$ cat config.mk
export PLATFORM = sky130hd
export DESIGN_NAME = imm_gen_pipe
export DESIGN_NICKNAME = d
export VERILOG_FILES = /design/src/rtl/imm_gen_pipe.sv
export SDC_FILE = /design/constraint.sdc
export NUM_CORES = 1
export LEC_CHECK = 0
export ABC_AREA = 1
export BUFFER_PORTS_ARGS = -buffer_cell sky130_fd_sc_hd__clkbuf_2
export CELL_PAD_IN_SITES_DETAIL_PLACEMENT = 0
export CELL_PAD_IN_SITES_GLOBAL_PLACEMENT = 1
export CORE_MARGIN = 2
export CORE_UTILIZATION = 38
export CTS_BUF_LIST = sky130_fd_sc_hd__clkbuf_4
export DETAILED_ROUTE_END_ITERATION = 7
export GPL_TIMING_DRIVEN = 0
export PLACE_DENSITY = 0.79
export SLEW_MARGIN = 5
export SYNTH_ARGS = -nofsm -noshare
export SYNTH_HDL_FRONTEND = slang
export SYNTH_SLANG_ARGS = --single-unit
$ cat constraint.sdc
create_clock -name clk -period 1.7 [get_ports clk]
set_input_delay 0.085 -clock clk [delete_from_list [all_inputs] [get_ports clk]]
set_output_delay 0.085 -clock clk [all_outputs]
set_load 0.05 [all_outputs]
$ cat src/rtl/imm_gen_pipe.sv
// imm_gen_pipe: RV immediate decoder (I/S/B/U/J) feeding a 2-entry skid-buffered valid/ready stage.
// Optional define IMM_GEN_CSR_EN maps ImmSrc 101 to the zero-extended CSR uimm (instr[19:15]).
`default_nettype none

module imm_gen_pipe #(
    parameter int XLEN  = 32,
    parameter int TAG_W = 32
) (
    input  logic             clk,
    input  logic             reset,
    input  logic             flush,
    input  logic             in_valid,
    output logic             in_ready,
    input  logic [2:0]       ImmSrc,
    input  logic [31:0]      instruction,
    input  logic [TAG_W-1:0] in_tag,
    output logic             out_valid,
    input  logic             out_ready,
    output logic [XLEN-1:0]  out_imm,
    output logic [TAG_W-1:0] out_tag,
    output logic             out_illegal
);

    typedef enum logic [1:0] {
        EMPTY = 2'd0,
        ONE   = 2'd1,
        TWO   = 2'd2
    } state_t;

    state_t            state_q, state_d;
    logic [XLEN-1:0]   main_imm_q, main_imm_d, skid_imm_q, skid_imm_d;
    logic [TAG_W-1:0]  main_tag_q, main_tag_d, skid_tag_q, skid_tag_d;
    logic              main_ill_q, main_ill_d, skid_ill_q, skid_ill_d;

    logic [31:0]       w_imm32;
    logic              w_sext;
    logic              w_illegal;
    logic [XLEN-1:0]   w_imm;
    logic              w_accept;
    logic              w_deliver;
    logic              w_unused_opcode;

    // Opcode bits never contribute to any immediate.
    assign w_unused_opcode = &{1'b0, instruction[6:0]};

    always_comb begin
        w_imm32   = '0;
        w_sext    = 1'b1;
        w_illegal = 1'b0;
        case (ImmSrc)
            3'b000: w_imm32 = {{20{instruction[31]}}, instruction[31:20]};
            3'b001: w_imm32 = {{20{instruction[31]}}, instruction[31:25], instruction[11:7]};
            3'b010: w_imm32 = {{19{instruction[31]}}, instruction[31], instruction[7],
                               instruction[30:25], instruction[11:8], 1'b0};
            3'b011: w_imm32 = {instruction[31:12], 12'b0};
            3'b100: w_imm32 = {{11{instruction[31]}}, instruction[31], instruction[19:12],
                               instruction[20], instruction[30:21], 1'b0};
`ifdef IMM_GEN_CSR_EN
            3'b101: begin
                w_imm32 = {27'b0, instruction[19:15]};
                w_sext  = 1'b0;
            end
`endif
            default: begin
                w_imm32   = '0;
                w_illegal = 1'b1;
            end
        endcase
    end

    generate
        if (XLEN == 64) begin : g_xlen64
            assign w_imm = {{32{w_sext & w_imm32[31]}}, w_imm32};
        end else begin : g_xlen32
            assign w_imm = w_imm32;
        end
    endgenerate

    assign in_ready    = (state_q != TWO);
    assign out_valid   = (state_q != EMPTY);
    assign out_imm     = main_imm_q;
    assign out_tag     = main_tag_q;
    assign out_illegal = main_ill_q;

    assign w_accept  = in_valid && in_ready;
    assign w_deliver = out_valid && out_ready;

    always_comb begin
        state_d    = state_q;
        main_imm_d = main_imm_q;
        main_tag_d = main_tag_q;
        main_ill_d = main_ill_q;
        skid_imm_d = skid_imm_q;
        skid_tag_d = skid_tag_q;
        skid_ill_d = skid_ill_q;
        case (state_q)
            EMPTY: begin
                if (w_accept) begin
                    state_d    = ONE;
                    main_imm_d = w_imm;
                    main_tag_d = in_tag;
                    main_ill_d = w_illegal;
                end
            end
            ONE: begin
                if (w_accept && w_deliver) begin
                    main_imm_d = w_imm;
                    main_tag_d = in_tag;
                    main_ill_d = w_illegal;
                end else if (w_deliver) begin
                    state_d = EMPTY;
                end else if (w_accept) begin
                    state_d    = TWO;
                    skid_imm_d = w_imm;
                    skid_tag_d = in_tag;
                    skid_ill_d = w_illegal;
                end
            end
            TWO: begin
                if (w_deliver) begin
                    state_d    = ONE;
                    main_imm_d = skid_imm_q;
                    main_tag_d = skid_tag_q;
                    main_ill_d = skid_ill_q;
                end
            end
            default: state_d = EMPTY;
        endcase
        // Flush only kills occupancy; stale payload is never visible without a valid.
        if (flush) begin
            state_d = EMPTY;
        end
    end

    always_ff @(posedge clk) begin
        if (reset) begin
            state_q    <= EMPTY;
            main_imm_q <= '0;
            main_tag_q <= '0;
            main_ill_q <= 1'b0;
            skid_imm_q <= '0;
            skid_tag_q <= '0;
            skid_ill_q <= 1'b0;
        end else begin
            state_q    <= state_d;
            main_imm_q <= main_imm_d;
            main_tag_q <= main_tag_d;
            main_ill_q <= main_ill_d;
            skid_imm_q <= skid_imm_d;
            skid_tag_q <= skid_tag_d;
            skid_ill_q <= skid_ill_d;
        end
    end

endmodule

`default_nettype wire

==> impl_results.rst <==
.. list-table::
   :header-rows: 1

   * - Metric
     - Value
   * - Result of the run
     - finished, final reports clean
   * - Die extent in y
     - 130.0 µm
   * - Clock period minus final worst setup slack
     - 1.661 ns
   * - Number of optimization iterations in the first detailed-route pass
     - 5
   * - Number of cells traversed by the worst hold path
     - 5
   * - Post-route fraction of the period consumed by the critical path
     - 0.9770
   * - Flip-flop and latch count after synthesis
     - 132
   * - Net switching power
     - 2.392 mW
   * - Power density of the placed cells
     - 903.4 nW/µm²
   * - Buffer cell driving the clock tree root
     - clkbuf_4
   * - Power Total
     - 7.209 mW
   * - Worst setup EP type
     - output pin
   * - Total number of cells along the worst setup path
     - 5
   * - Setup repair after global routing missed its margin
     - true
   * - Critical path's slowest cell
     - dfxtp_4
   * - Count of buffers from port buffering
     - 129
   * - Remaining antenna violation count
     - 0
   * - I/O pin cnt
     - 139
   * - Sequential cell area
     - 2648 µm²
   * - Worst rel slew slack
     - 0.4788
   * - Cell-internal power
     - 4.817 mW
   * - Nets@finish
     - 1,236
   * - First-pass GRT wire length
     - 29,100 µm
   * - Weighted congestion reported at the end of routability-driven placement
     - 0.8268
   * - Setup CP Type
     - flip-flop to output pin
   * - Count of endpoints failing hold in the final timing report
     - 0
   * - Core area
     - 15,710 µm²
   * - Family with the most delay on the worst path
     - buffers and inverters
   * - Count of standard-cell rows
     - 46
   * - Ordered list of cells on the worst path
     - inv_2, nor2_4, inv_2, clkbuf_8, clkbuf_8
   * - Actual transition at the worst max-transition pin
     - 0.7766 ns
   * - Highest-count cells in the layout ignoring fill and taps
     - 255 x nor2_1, 226 x nand2_1, 134 x clkbuf_2, 130 x dfxtp_1, 87 x o21ai_0
   * - Total clock sinks
     - 132
   * - Endpoints failing setup
     - 0
   * - Bufs and invs on worst path
     - 4
   * - Die width
     - 130.0 µm
   * - Maximum operating frequency
     - 0.6021 GHz
   * - Clock latency reported for the late side of the worst-skew pair
     - 0.54 ns
   * - Max-cap violations
     - 0
   * - Most common cell after layout, fill and taps aside
     - nor2_1
   * - Library cells used by synthesis
     - 22
   * - Power share of the sequential group
     - 0.466
   * - Synthesized cell area
     - 6033 µm²
   * - Via count of the first global-routing pass
     - 5,833
   * - Logic pwr share
     - 0.228
   * - Clock slew seen by the registers of the worst setup and hold paths
     - 0.11 ns
   * - Global route overflow
     - 0
   * - Synthesized area per cell
     - 6.358 µm²
   * - Net count after synthesis
     - 1,021
   * - Number of antenna violations at the first check in global routing
     - 1
   * - LEAKAGE
     - 3.961 nW
   * - Total Routing Usage GR
     - 0.2217
   * - Area enclosed by the die boundary
     - 16,900 µm²
   * - Total clock buffers created by CTS
     - 17
   * - Count of yosys warnings during synthesis
     - 0
   * - Switching part of the total power
     - 0.3318
   * - Filler Cells Inserted
     - 1,697
   * - Clock tree from TritonCTS
     - done
   * - Startpoint Class
     - flip-flop
   * - Vias/cell
     - 4.539
   * - Drt first-iter violations
     - 411
   * - Area taken by multi-input logic gates
     - 2848 µm²
   * - Proportion of layout cells with a drive suffix above 1
     - 0.1767
   * - DRC Markers
     - 0
   * - Post-route clock skew
     - 0.007704 ns
   * - Area grow syn2layout
     - 32.27%
   * - Instance count of the mapped netlist
     - 949
   * - Per-cell routed wire length
     - 13.26 µm
   * - Required time worst endpoint
     - 1.62 ns
   * - Placed Instance Area
     - 6949 µm²
   * - Maximum number of pins on one net before global-route repair
     - 17
   * - Maximum clock path buffer count
     - 2
   * - Worst VDD drop
     - 0.4197 mV
   * - Max-slew violation count
     - 0
   * - Reg2Reg Depth
     - 9
   * - Worst endpoint data arrival time
     - 1.58 ns
   * - Number of H-tree branching levels
     - 4
   * - Worst stage delay on the critical path
     - 0.39 ns
   * - Starting utilization of the core area
     - 0.3840
   * - Post-Route WL
     - 18,490 µm
   * - Via count
     - 6,328
   * - Share of synthesized area occupied by flip-flops and latches
     - 0.4380
   * - Share of power burned in the clock network
     - 0.306
   * - Final setup TNS
     - 0 ns
   * - Final instance area
     - 7980 µm²
   * - Largest fanout on the critical path
     - 10
   * - Detailed placement HPWL
     - 12,730 µm
   * - Path class of the lowest-slack min-delay path
     - input port to flip-flop
==> cell type report <==
cell class	instances	share of cell area
clock buffer	20	0.01881
timing repair buffer	197	0.1670
clock inverter	12	0.01725
buffer	56	0.03575
antenna	1	0.0003136
multi-input combinational	679	0.3569
inverter	81	0.03841
tap	216	0.03387
sequential	132	0.3318
==> through the flow <==
| step | util | hold WS [ns] | std cells | setup slack (ns) |
|---|---|---|---|---|
| after floorplan | - | 0.2412 | 949 | 0.1927 |
| after global routing | 0.5079 | 0.06088 | 1394 | -0.05493 |
| after detailed placement | 0.4423 | 0.3630 | 1294 | -0.05864 |
| after global placement | 0.4423 | 0.3591 | 1294 | -0.05140 |
| final | 0.5079 | 0.04023 | 1394 | 0.03906 |
| after CTS | 0.5055 | 0.001825 | 1394 | 0.006014 |
==> Yosys cell counts, drive strengths merged <==
cell type	instances	share of area
buf	25	0.023
a31oi	1	0.0010
a21oi	37	0.031
nor2	257	0.16
clkbuf	32	0.020
o21bai	1	0.0012
dfxtp	132	0.44
o21ai	100	0.083
nor3	1	0.00083
nand4	3	0.0031
or2	1	0.0010
nand3	51	0.045
inv	81	0.050
nand2	227	0.14
==> layer usage <==
| metal | vias up | GRT usage | wire [µm] |
|---|---|---|---|
| met5 | - | 0 | 0 |
| met4 | 0 | 0.07780 | 375 |
| met3 | 28 | 0.04346 | 724 |
| met2 | 148 | 0.3582 | 8516 |
| met1 | 2776 | 0.2967 | 8872 |
| li1 | 3376 | - | - |
==> power by group through the flow <==
stage,clock [mW],combinational [mW],sequential [mW]
finish,2.21,1.64,3.36
global route,2.38,1.79,3.38
CTS,2.27,1.64,3.36
detailed placement,0,1.51,3.43
global placement,0,1.50,3.43
floorplan,0,0.593,3.92
==> worst paths after layout <==
check | slack (ns) | end | start
max | 0.04 | in_ready | state_q[1]
min | 0.04 | skid_imm_q[20] | ImmSrc[1]
max reg2reg | 0.10 | out_imm[11] | state_q[1]
min reg2reg | 0.48 | out_imm[31] | out_imm[31]
==> registers in the layout, indices dropped and copies added, names as in the netlist <==
| register | cells |
|---|---|
| skid_ill_q | 1 |
| out_illegal | 1 |
| state_q | 2 |
| skid_tag_q | 32 |
| out_tag | 32 |
| skid_imm_q | 32 |
| out_imm | 32 |
==> timing repair <==
item                                   in CTS  in global routing
resized for setup                           7                 23
endpoints found under the hold margin     116                  0
buffers inserted                            1                  0
hold buffers                               67                  0
pin swaps                                   1                  0
setup endpoints to repair                  32                 93
==> logic make-up after synthesis <==
group / after synthesis / synth area share
and+or+nand+nor: 540 / 0.3526
AOI/OAI and AO/OA: 139 / 0.1159
DFF: 132 / 0.4380
buffers and inverters: 138 / 0.09353
==> worst min-delay path, delay by kind of cell <==
kind,cells,cell delay [ns]
simple gates,4,0.32
buf+inv,1,0.14
Power figures use the tool's default switching activity.
